--- src/rtl/bip_pkg.sv ---
`default_nettype none
// ============================================================================
//  Module      : bip_pkg
//  Description : Shared definitions for the accumulator processor control
//                path: instruction field widths, opcode values, accumulator
//                source encodings, sequencer state encoding and the control
//                bundle handed from the decoder to the datapath outputs.
//  Revision    : 1.0  initial release
// ============================================================================
package bip_pkg;

    // Instruction format: [15:11] opcode, [10:0] operand
    localparam int PC_W      = 11;
    localparam int OPC_W     = 5;
    localparam int INSTR_W   = 16;
    localparam int OPERAND_W = INSTR_W - OPC_W;

    // Opcodes
    localparam logic [OPC_W-1:0] OPC_HLT  = 5'b00000;
    localparam logic [OPC_W-1:0] OPC_STO  = 5'b00001;
    localparam logic [OPC_W-1:0] OPC_LD   = 5'b00010;
    localparam logic [OPC_W-1:0] OPC_LDI  = 5'b00011;
    localparam logic [OPC_W-1:0] OPC_ADD  = 5'b00100;
    localparam logic [OPC_W-1:0] OPC_ADDI = 5'b00101;
    localparam logic [OPC_W-1:0] OPC_SUB  = 5'b00110;
    localparam logic [OPC_W-1:0] OPC_SUBI = 5'b00111;

    // Accumulator source select
    localparam logic [1:0] SEL_MEM = 2'd0;
    localparam logic [1:0] SEL_IMM = 2'd1;
    localparam logic [1:0] SEL_ALU = 2'd2;

    // ALU operation
    localparam logic OP_SUB = 1'b0;
    localparam logic OP_ADD = 1'b1;

    // ALU B source select
    localparam logic SELB_MEM = 1'b0;
    localparam logic SELB_IMM = 1'b1;

    // Sequencer states
    typedef enum logic [1:0] {
        ST_IDLE  = 2'd0,
        ST_FETCH = 2'd1,
        ST_EXEC  = 2'd2,
        ST_HALT  = 2'd3
    } state_t;

    // Control bundle driven towards the datapath / data memory
    typedef struct packed {
        logic [1:0] sel_a;
        logic       sel_b;
        logic       wr_acc;
        logic       op;
        logic       rd_ram;
        logic       wr_ram;
    } ctrl_t;

    localparam ctrl_t CTRL_NONE = '0;

endpackage : bip_pkg
`default_nettype wire

--- src/rtl/instruction_decoder.sv ---
`default_nettype none
// ============================================================================
//  Module      : instruction_decoder
//  Description : Purely combinational opcode decoder. Produces the datapath
//                control bundle for the current instruction; the bundle is
//                forced to all-zero whenever en is low so the datapath never
//                sees stray strobes outside the execute cycle. Unknown
//                opcodes decode as NOP (all-zero controls).
//  Ports       : en     in   qualifies the decode (high in EXEC only)
//                opcode in   instruction opcode field
//                ctrl   out  control bundle (sel_a, sel_b, wr_acc, op,
//                            rd_ram, wr_ram)
//  Revision    : 1.0  initial release
// ============================================================================
module instruction_decoder
    import bip_pkg::*;
#(
    parameter int OPCODE_WIDTH = OPC_W
) (
    input  logic                    en,
    input  logic [OPCODE_WIDTH-1:0] opcode,
    output ctrl_t                   ctrl
);

    always_comb begin
        ctrl = CTRL_NONE;
        if (en) begin
            case (opcode)
                OPCODE_WIDTH'(OPC_STO): begin
                    ctrl.wr_ram = 1'b1;
                end
                OPCODE_WIDTH'(OPC_LD): begin
                    ctrl.rd_ram = 1'b1;
                    ctrl.sel_a  = SEL_MEM;
                    ctrl.wr_acc = 1'b1;
                end
                OPCODE_WIDTH'(OPC_LDI): begin
                    ctrl.sel_a  = SEL_IMM;
                    ctrl.wr_acc = 1'b1;
                end
                OPCODE_WIDTH'(OPC_ADD): begin
                    ctrl.rd_ram = 1'b1;
                    ctrl.sel_a  = SEL_ALU;
                    ctrl.sel_b  = SELB_MEM;
                    ctrl.op     = OP_ADD;
                    ctrl.wr_acc = 1'b1;
                end
                OPCODE_WIDTH'(OPC_ADDI): begin
                    ctrl.sel_a  = SEL_ALU;
                    ctrl.sel_b  = SELB_IMM;
                    ctrl.op     = OP_ADD;
                    ctrl.wr_acc = 1'b1;
                end
                OPCODE_WIDTH'(OPC_SUB): begin
                    ctrl.rd_ram = 1'b1;
                    ctrl.sel_a  = SEL_ALU;
                    ctrl.sel_b  = SELB_MEM;
                    ctrl.op     = OP_SUB;
                    ctrl.wr_acc = 1'b1;
                end
                OPCODE_WIDTH'(OPC_SUBI): begin
                    ctrl.sel_a  = SEL_ALU;
                    ctrl.sel_b  = SELB_IMM;
                    ctrl.op     = OP_SUB;
                    ctrl.wr_acc = 1'b1;
                end
                // HLT and every unassigned opcode keep all controls low
                default: ctrl = CTRL_NONE;
            endcase
        end
    end

endmodule : instruction_decoder
`default_nettype wire

--- src/rtl/control_unit.sv ---
`default_nettype none
// ============================================================================
//  Module      : control_unit
//  Description : Instruction sequencer for the accumulator processor. Runs a
//                fixed FETCH/EXEC pair per instruction from a synchronous
//                (one-cycle read latency) program memory, drives datapath
//                controls combinationally during EXEC only, and parks in a
//                sticky HALT state on HLT.
//  Config      : CU_CYCLE_COUNT_EN  when defined, adds cycle_count[15:0], a
//                saturating count of cycles spent in FETCH or EXEC.
//  Ports       : clk         in   system clock, rising edge
//                reset       in   asynchronous active-low reset
//                start       in   leave IDLE when sampled high
//                instr_data  in   program memory read data
//                instr_addr  out  program counter
//                operand     out  immediate / data address (EXEC only)
//                sel_a       out  accumulator source (mem/imm/alu)
//                sel_b       out  ALU B source (mem/imm)
//                wr_acc      out  accumulator write enable
//                op          out  ALU op, 1 = add, 0 = sub
//                rd_ram      out  data memory read strobe
//                wr_ram      out  data memory write strobe
//                halted      out  high while in HALT
//                cycle_count out  (CU_CYCLE_COUNT_EN only) busy cycle count
//  Revision    : 1.0  initial release
// ============================================================================
module control_unit
    import bip_pkg::*;
#(
    parameter int PC_WIDTH     = PC_W,
    parameter int OPCODE_WIDTH = OPC_W,
    parameter int INSTR_WIDTH  = INSTR_W
) (
    input  logic                   clk,
    input  logic                   reset,
    input  logic                   start,
    input  logic [INSTR_WIDTH-1:0] instr_data,
    output logic [PC_WIDTH-1:0]    instr_addr,
    output logic [PC_WIDTH-1:0]    operand,
    output logic [1:0]             sel_a,
    output logic                   sel_b,
    output logic                   wr_acc,
    output logic                   op,
    output logic                   rd_ram,
    output logic                   wr_ram,
    output logic                   halted
`ifdef CU_CYCLE_COUNT_EN
    ,
    output logic [15:0]            cycle_count
`endif
);

    localparam int OPND_W = INSTR_WIDTH - OPCODE_WIDTH;

    state_t              state, state_nxt;
    logic [PC_WIDTH-1:0] pc, pc_nxt;
    logic                in_exec;
    logic                is_hlt;
    ctrl_t               ctrl;

    wire [OPCODE_WIDTH-1:0] opcode_fld  = instr_data[INSTR_WIDTH-1 -: OPCODE_WIDTH];
    wire [OPND_W-1:0]       operand_fld = instr_data[OPND_W-1:0];

    assign in_exec = (state == ST_EXEC);
    assign is_hlt  = (opcode_fld == OPCODE_WIDTH'(OPC_HLT));

    // ------------------------------------------------------------------
    // State and program counter registers
    // ------------------------------------------------------------------
    always_ff @(posedge clk or negedge reset) begin
        if (!reset) begin
            state <= ST_IDLE;
            pc    <= '0;
        end else begin
            state <= state_nxt;
            pc    <= pc_nxt;
        end
    end

    // ------------------------------------------------------------------
    // Next-state logic. The pc is held through FETCH and EXEC so that the
    // address presented in FETCH is still the one whose data arrives in
    // EXEC; it advances only on the edge that ends a non-HLT EXEC.
    // ------------------------------------------------------------------
    always_comb begin
        state_nxt = state;
        pc_nxt    = pc;
        case (state)
            ST_IDLE: begin
                if (start) begin
                    state_nxt = ST_FETCH;
                end
            end
            ST_FETCH: begin
                state_nxt = ST_EXEC;
            end
            ST_EXEC: begin
                if (is_hlt) begin
                    state_nxt = ST_HALT;
                end else begin
                    // Natural wrap at the top of program space
                    pc_nxt    = pc + 1'b1;
                    state_nxt = ST_FETCH;
                end
            end
            ST_HALT: begin
                state_nxt = ST_HALT;
            end
            default: begin
                state_nxt = ST_IDLE;
            end
        endcase
    end

    // ------------------------------------------------------------------
    // Decode: controls are only live during EXEC
    // ------------------------------------------------------------------
    instruction_decoder #(
        .OPCODE_WIDTH (OPCODE_WIDTH)
    ) u_decoder (
        .en     (in_exec),
        .opcode (opcode_fld),
        .ctrl   (ctrl)
    );

    assign instr_addr = pc;
    assign operand    = in_exec ? PC_WIDTH'(operand_fld) : '0;
    assign sel_a      = ctrl.sel_a;
    assign sel_b      = ctrl.sel_b;
    assign wr_acc     = ctrl.wr_acc;
    assign op         = ctrl.op;
    assign rd_ram     = ctrl.rd_ram;
    assign wr_ram     = ctrl.wr_ram;
    assign halted     = (state == ST_HALT);

`ifdef CU_CYCLE_COUNT_EN
    // ------------------------------------------------------------------
    // Busy-cycle counter: advances in FETCH/EXEC, sticks at all-ones
    // ------------------------------------------------------------------
    logic [15:0] cycle_cnt;
    logic        busy;

    assign busy = (state == ST_FETCH) || (state == ST_EXEC);

    always_ff @(posedge clk or negedge reset) begin
        if (!reset) begin
            cycle_cnt <= '0;
        end else if (busy && (cycle_cnt != 16'hFFFF)) begin
            cycle_cnt <= cycle_cnt + 16'd1;
        end
    end

    assign cycle_count = cycle_cnt;
`endif

endmodule : control_unit
`default_nettype wire

--- config.mk ---
export PLATFORM = sky130hd
export DESIGN_NAME = control_unit
export DESIGN_NICKNAME = d
export VERILOG_FILES = /design/src/rtl/bip_pkg.sv /design/src/rtl/instruction_decoder.sv /design/src/rtl/control_unit.sv
export SDC_FILE = /design/constraint.sdc
export NUM_CORES = 1
export LEC_CHECK = 0
export ABC_AREA = 0
export CORE_MARGIN = 3
export CORE_UTILIZATION = 36
export CTS_BUF_LIST = sky130_fd_sc_hd__clkbuf_2 sky130_fd_sc_hd__clkbuf_4 sky130_fd_sc_hd__clkbuf_8
export CTS_CLUSTER_SIZE = 14
export DETAILED_ROUTE_END_ITERATION = 10
export PLACE_DENSITY = 0.83
export SLEW_MARGIN = 20
export SYNTH_ARGS = -nofsm -noshare
export SYNTH_HDL_FRONTEND = slang
export SYNTH_SLANG_ARGS = --single-unit
--- constraint.sdc ---
create_clock -name clk -period 1.6 [get_ports clk]
set_input_delay 0.16 -clock clk [delete_from_list [all_inputs] [get_ports clk]]
set_output_delay 0.16 -clock clk [all_outputs]
set_load 0.1 [all_outputs]
==> results of run 1 <==
## stage by stage
stage / hold WS (ns) / cells / setup TNS (ns)
2_1_floorplan: -0.136 / 77 / -0.458
3_3_place_gp: 0.500 / 156 / -1.51
3_5_place_dp: 0.510 / 156 / -2.38
## cells by family after synthesis
logic type               Yosys count  share of synthesized area, %
XOR/XNOR                          10                          11.9
flip-flops                        13                          44.2
AO/OA/AOI/OAI                      5                          6.29
buffers and inverters              5                          2.55
AND/OR/NAND/NOR                   43                          33.3
adder cells (fa/ha/maj)            1                          1.70
## synth_stat cells
master,instances
sky130_fd_sc_hd__dfrtp_1,13
sky130_fd_sc_hd__and2_1,12
sky130_fd_sc_hd__nand2_1,8
sky130_fd_sc_hd__xnor2_1,6
sky130_fd_sc_hd__inv_1,4
sky130_fd_sc_hd__xor2_1,4
sky130_fd_sc_hd__and3_1,3
sky130_fd_sc_hd__nand3_1,3
sky130_fd_sc_hd__nor2_1,3
sky130_fd_sc_hd__nor3_1,3
sky130_fd_sc_hd__nor4_1,3
sky130_fd_sc_hd__nand4_1,2
sky130_fd_sc_hd__o21a_1,2
sky130_fd_sc_hd__a21o_1,1
sky130_fd_sc_hd__and2b_1,1
sky130_fd_sc_hd__and4_1,1
sky130_fd_sc_hd__clkbuf_1,1
sky130_fd_sc_hd__ha_1,1
sky130_fd_sc_hd__nand2b_1,1
sky130_fd_sc_hd__nor2b_1,1
sky130_fd_sc_hd__o21ai_4,1
sky130_fd_sc_hd__o31ai_1,1
sky130_fd_sc_hd__or3b_1,1
sky130_fd_sc_hd__or4_4,1
==> results.txt, run 1 <==
----------------------------------------------------
[Outcome]
  Run status ... aborted with a tool error
  Terminating stage of the flow ... clock tree synthesis
  First logged error message ... [ERROR DPL-0033] detailed placement checks failed during check placement.

[Synthesis]
  Share of the synthesized area in the top cell type ... between 40 and 50%
  Netlist Area Pre-Place ... ~740 um^2
  Post-synthesis sequential element count ... 13
  Average footprint of a synthesized cell ... between 9 and 10 um^2
  Warnings from Yosys ... 0
  Post-synthesis cell count ... 77
  Post-synth top area cell ... sky130_fd_sc_hd__dfrtp_1
  Top post-synthesis cells by area ... sky130_fd_sc_hd__dfrtp_1 (44%), sky130_fd_sc_hd__and2_1 (10%), sky130_fd_sc_hd__xnor2_1 (7.1%), sky130_fd_sc_hd__xor2_1 (4.8%), sky130_fd_sc_hd__nand2_1 (4.1%)
  Synthesized net count ... 97
  Unique cell type count in the Yosys netlist ... 24
  Share of the yosys chip area belonging to registers ... 44.2%

[CTS]
  Clock tree buffer depth ... 2
  Number of clock sinks ... 13
  Clock tree root buffer cell ... sky130_fd_sc_hd__clkbuf_4
  Number of hold-repair buffers added at the cts stage ... 0
  Clock buffers created by TritonCTS ... 3
  CTS H-tree depth ... 1
  Quantity of gates resized following cts ... 15
  Setup bufs post-CTS ... 6

[Die]
  Chip Height ... just over 50 um
  Row count ... 15
  Die Width ... between 50 and 60 um
  Effective utilization at floorplan ... slightly above 40%
  IO Count ... between 40 and 50

[Place]
  Post-Place Cell Area ... about 1700 um^2
  Number of buffers inserted by port buffering ... 48
  Placer congestion estimate ... roughly 0.8
  Detail Placement HPWL ... approximately 2500 um
  Pre-CTS WS ... -0.210 ns

----------------------------------------------------
==> run 2, diff against run 1 <==
--- a/config.mk
+++ b/config.mk
@@ -6,12 +6,10 @@
 export NUM_CORES = 1
 export LEC_CHECK = 0
 export ABC_AREA = 0
-export CORE_MARGIN = 3
-export CORE_UTILIZATION = 36
-export CTS_BUF_LIST = sky130_fd_sc_hd__clkbuf_2 sky130_fd_sc_hd__clkbuf_4 sky130_fd_sc_hd__clkbuf_8
-export CTS_CLUSTER_SIZE = 14
+export CORE_AREA = 3 3 64 66
 export DETAILED_ROUTE_END_ITERATION = 10
-export PLACE_DENSITY = 0.83
+export DIE_AREA = 0 0 67 69
+export PLACE_DENSITY_LB_ADDON = 0.15
 export SLEW_MARGIN = 20
 export SYNTH_ARGS = -nofsm -noshare
 export SYNTH_HDL_FRONTEND = slang
==> results.txt, run 2 <==
----------------------------------------------------
[Routing]
  Total via count in the routed design ... 787
  Wirelength per Cell ... about 13 um
  Final routed DRC violation total ... 0
  Drt initial violations ... 13
  First-pass detailed-route iteration total ... 4
  Number of nets still failing antenna checks after routing ... 0
  Final Routed Wirelength ... between 2000 and 2500 um
  Mean number of vias per cell ... about 4.1

[GRT]
  Initial antenna violation count ... 0
  Global Route Usage Sum ... approximately 10%
  Via count of the first global-routing pass ... a little under 800
  Total overflow reported by the global router ... 0
  Wire length of the first global-routing pass ... ~3700 um
  Largest net degree at the start of global routing ... 14

[Synthesis]
  Mux share of post-synthesis cell area ... 0%
  Adder-Cell Fraction of Synth Area ... ~1.7%
  Post-synthesis cell count ... 77
  Top post-synthesis cells by area ... sky130_fd_sc_hd__dfrtp_1 (44%), sky130_fd_sc_hd__and2_1 (10%), sky130_fd_sc_hd__xnor2_1 (7.1%), sky130_fd_sc_hd__xor2_1 (4.8%), sky130_fd_sc_hd__nand2_1 (4.1%)
  Post-synth top area cell ... sky130_fd_sc_hd__dfrtp_1
  Number of synthesized flops with an enable pin ... 0
  Share of the synthesized area in the top cell type ... around 44%
  Top flip-flop cell by instance count after synthesis ... sky130_fd_sc_hd__dfrtp_1
  Synth async-reset ratio ... 100%
  Synthesized net count ... 97
  Post-synthesis sequential element count ... 13
  Unique cell type count in the Yosys netlist ... 24
  Share of the yosys chip area belonging to registers ... roughly 44%
  Most frequently used cell type in the post-synthesis netlist ... sky130_fd_sc_hd__dfrtp_1
  Netlist Area Pre-Place ... between 700 and 800 um^2
  Largest family of logic cells by synthesized area ... simple AND/OR/NAND/NOR gates
  Area share of and/or/nand/nor cells after synthesis ... about a third
  Share of the synthesized netlist area taken by xor and xnor gates ... a little under an eighth
  Ranking of synthesized cells by instance count ... sky130_fd_sc_hd__dfrtp_1 (13), sky130_fd_sc_hd__and2_1 (12), sky130_fd_sc_hd__nand2_1 (8)
  Warnings from Yosys ... 0
  Compound-Gate Fraction of Synth Area ... under 10%
  Average footprint of a synthesized cell ... between 9 and 10 um^2

[Timing]
  Final Slew Violations ... 0
  Worst-case headroom to the max-slew limit ... between 50% and 60%
  Total negative setup slack ... -0.0875 ns
  Period utilization ... 104%
  Tightest Pin Transition ... ~0.62 ns
  Worst Clk Skew ... approximately 0.0018 ns
  RSZ-0062 raised after global routing ... yes
  Hold slack final ... around 0.31 ns
  Max Freq ... roughly 600 MHz
  Hold Vio Cnt, Final ... 0
  Count of final setup violators ... 3
  Shortest period the worst path allows ... between 1.5 and 2 ns
  Final worst slack ... -0.0642 ns

[CTS]
  CTS tree ... done
  Number of clock sinks ... 13
  Clock tree buffer depth ... 2
  Clock latency on the worst-skew pair ... around 0.24 ns
  Clock buffers created by TritonCTS ... 3
  Clock tree root buffer cell ... sky130_fd_sc_hd__clkbuf_8
  Number of hold-repair buffers added at the cts stage ... 0
  CTS H-tree depth ... 1
  Post-CTS clock slew at the launch and capture registers of the worst setup and hold paths ... around 0.050 ns

[Cells and area]
  Largest register FFs ... 11
  Most frequent standard cell in the layout excluding fill and tap cells ... sky130_fd_sc_hd__buf_12
  Final #Nets ... between 150 and 200
  Util after Layout ... between 50 and 60%
  Antenna fix cells ... 0
  Layout Area Growth over Synthesis ... 155%
  Finished Layout Cells ... 190
  Most frequent cells in the layout ... sky130_fd_sc_hd__buf_12 (30), sky130_fd_sc_hd__clkdlybuf4s50_1 (16), sky130_fd_sc_hd__and2_4 (11)
  Proportion of layout cells with a drive suffix above 1 ... between 50% and 60%

[Die]
  IO Count ... 49
  Die area ... 4620 um^2
  Effective utilization at floorplan ... between 20% and 30%
  Die Width ... between 60 and 70 um
  Core outline area ... 3630 um^2
  Row count ... 22
  Chip Height ... 69 um

[Place]
  Placer congestion estimate ... roughly 0.77
  Detail Placement HPWL ... about 1900 um
  Number of placed cells counting well taps ... 181
  Number of buffers inserted by port buffering ... between 40 and 50

[Min path]
  Classification of the worst-slack hold path ... input pin to async pin

[Power and ir drop]
  Pwr dens ... between 1000 and 1500 nW/um^2
  P_leak ... 0.000810 uW
  Peak supply drop ... slightly below 0.9 mV

[Outcome]
  Run status ... complete, but fails checks
  Violated checks ... negative setup slack

[Run]
  Max-cap check violation count ... 0

[Worst setup path]
  Kind of capture point of the worst setup path ... output pin
  Crit start category ... flip-flop
  Arrival time worst endpoint ... around 1.5 ns
  Setup Crit Path Kind ... flip-flop to output pin
  Critical-path maximum fanout ... 4
  Data required time of the worst path ... approximately 1.4 ns

----------------------------------------------------
## run 2: cell counts after synthesis
Identical to the previous run, type by type.
## run 2: area by class of cell
cell class / count / area, um^2
clock buffer: 4 / 45.0
fill: 320 / 1760
inverter: 4 / 15.0
multi-input combinational: 59 / 502
sequential: 13 / 348
tap: 48 / 60.1
timing repair buffer: 62 / 906
## run 2: routing by layer
layer / GRT usage [%] / part of all wire (%) / vias to the layer above
met5: 0 / 0 / -
met4: 2.70 / 0.79 / 0
met3: 3.09 / 8.4 / 2
met2: 16.6 / 50 / 31
met1: 12.2 / 41 / 363
li1: - / - / 391
## run 2: cell families (layout without fill, tap and decap cells)
kind of cell,after synthesis,in the layout
and+or+nand+nor,43,43
DFF,13,13
xor gates and xnor gates,10,10
AOI/OAI and AO/OA,5,5
buffers and inverters,5,70
adders and majority gates,1,1
## run 2: critical path, stage by stage, from the launching register on
cell	delay [ns]
sky130_fd_sc_hd__dfrtp_1	0.38
sky130_fd_sc_hd__nand2b_4	0.16
sky130_fd_sc_hd__nor3_4	0.24
sky130_fd_sc_hd__o21a_4	0.16
sky130_fd_sc_hd__nor2b_4	0.15
sky130_fd_sc_hd__buf_12	0.18
## run 2: where the power goes
part / switching [uW] / leakage (uW) / internal, uW
Combinational: 670 / 0.000637 / 403
Sequential: 153 / 0.000150 / 438
Clock: 113 / 0.0000228 / 176
## run 2: worst paths after layout
check                      slack (ns)            from  cells after the start       endpoint
hold reg to reg                  0.52   instr_addr[8]                      1  instr_addr[8]
hold / removal                   0.31           reset                      1  instr_addr[2]
max in group asynchronous        0.83           reset                      1  instr_addr[5]
setup / recovery                -0.06        state[0]                      5         rd_ram
setup reg to reg                -0.01        state[0]                      6  instr_addr[9]
min in group clk                 0.31  instr_data[13]                      3       state[1]
## run 2: what timing repair did
item | CTS | global route
resized for setup | 1 | 21
endpoints found under the setup margin | 18 | 18
hold endpoints to repair | 0 | 0
pin swaps | 3 | 10
cloned | 0 | 1
setup buffers | 3 | 1
## run 2: through the flow
stage	cell area (um^2)	setup slack (ns)	power (uW)
5_1_grt	1880	-0.126	2020
3_3_place_gp	1750	-0.142	1660
2_1_floorplan	841	-0.261	1180
3_5_place_dp	1750	-0.163	1660
4_1_cts	1810	-0.0753	1970
6_report	1880	-0.0642	1950
(Power assumes the default switching activity.)
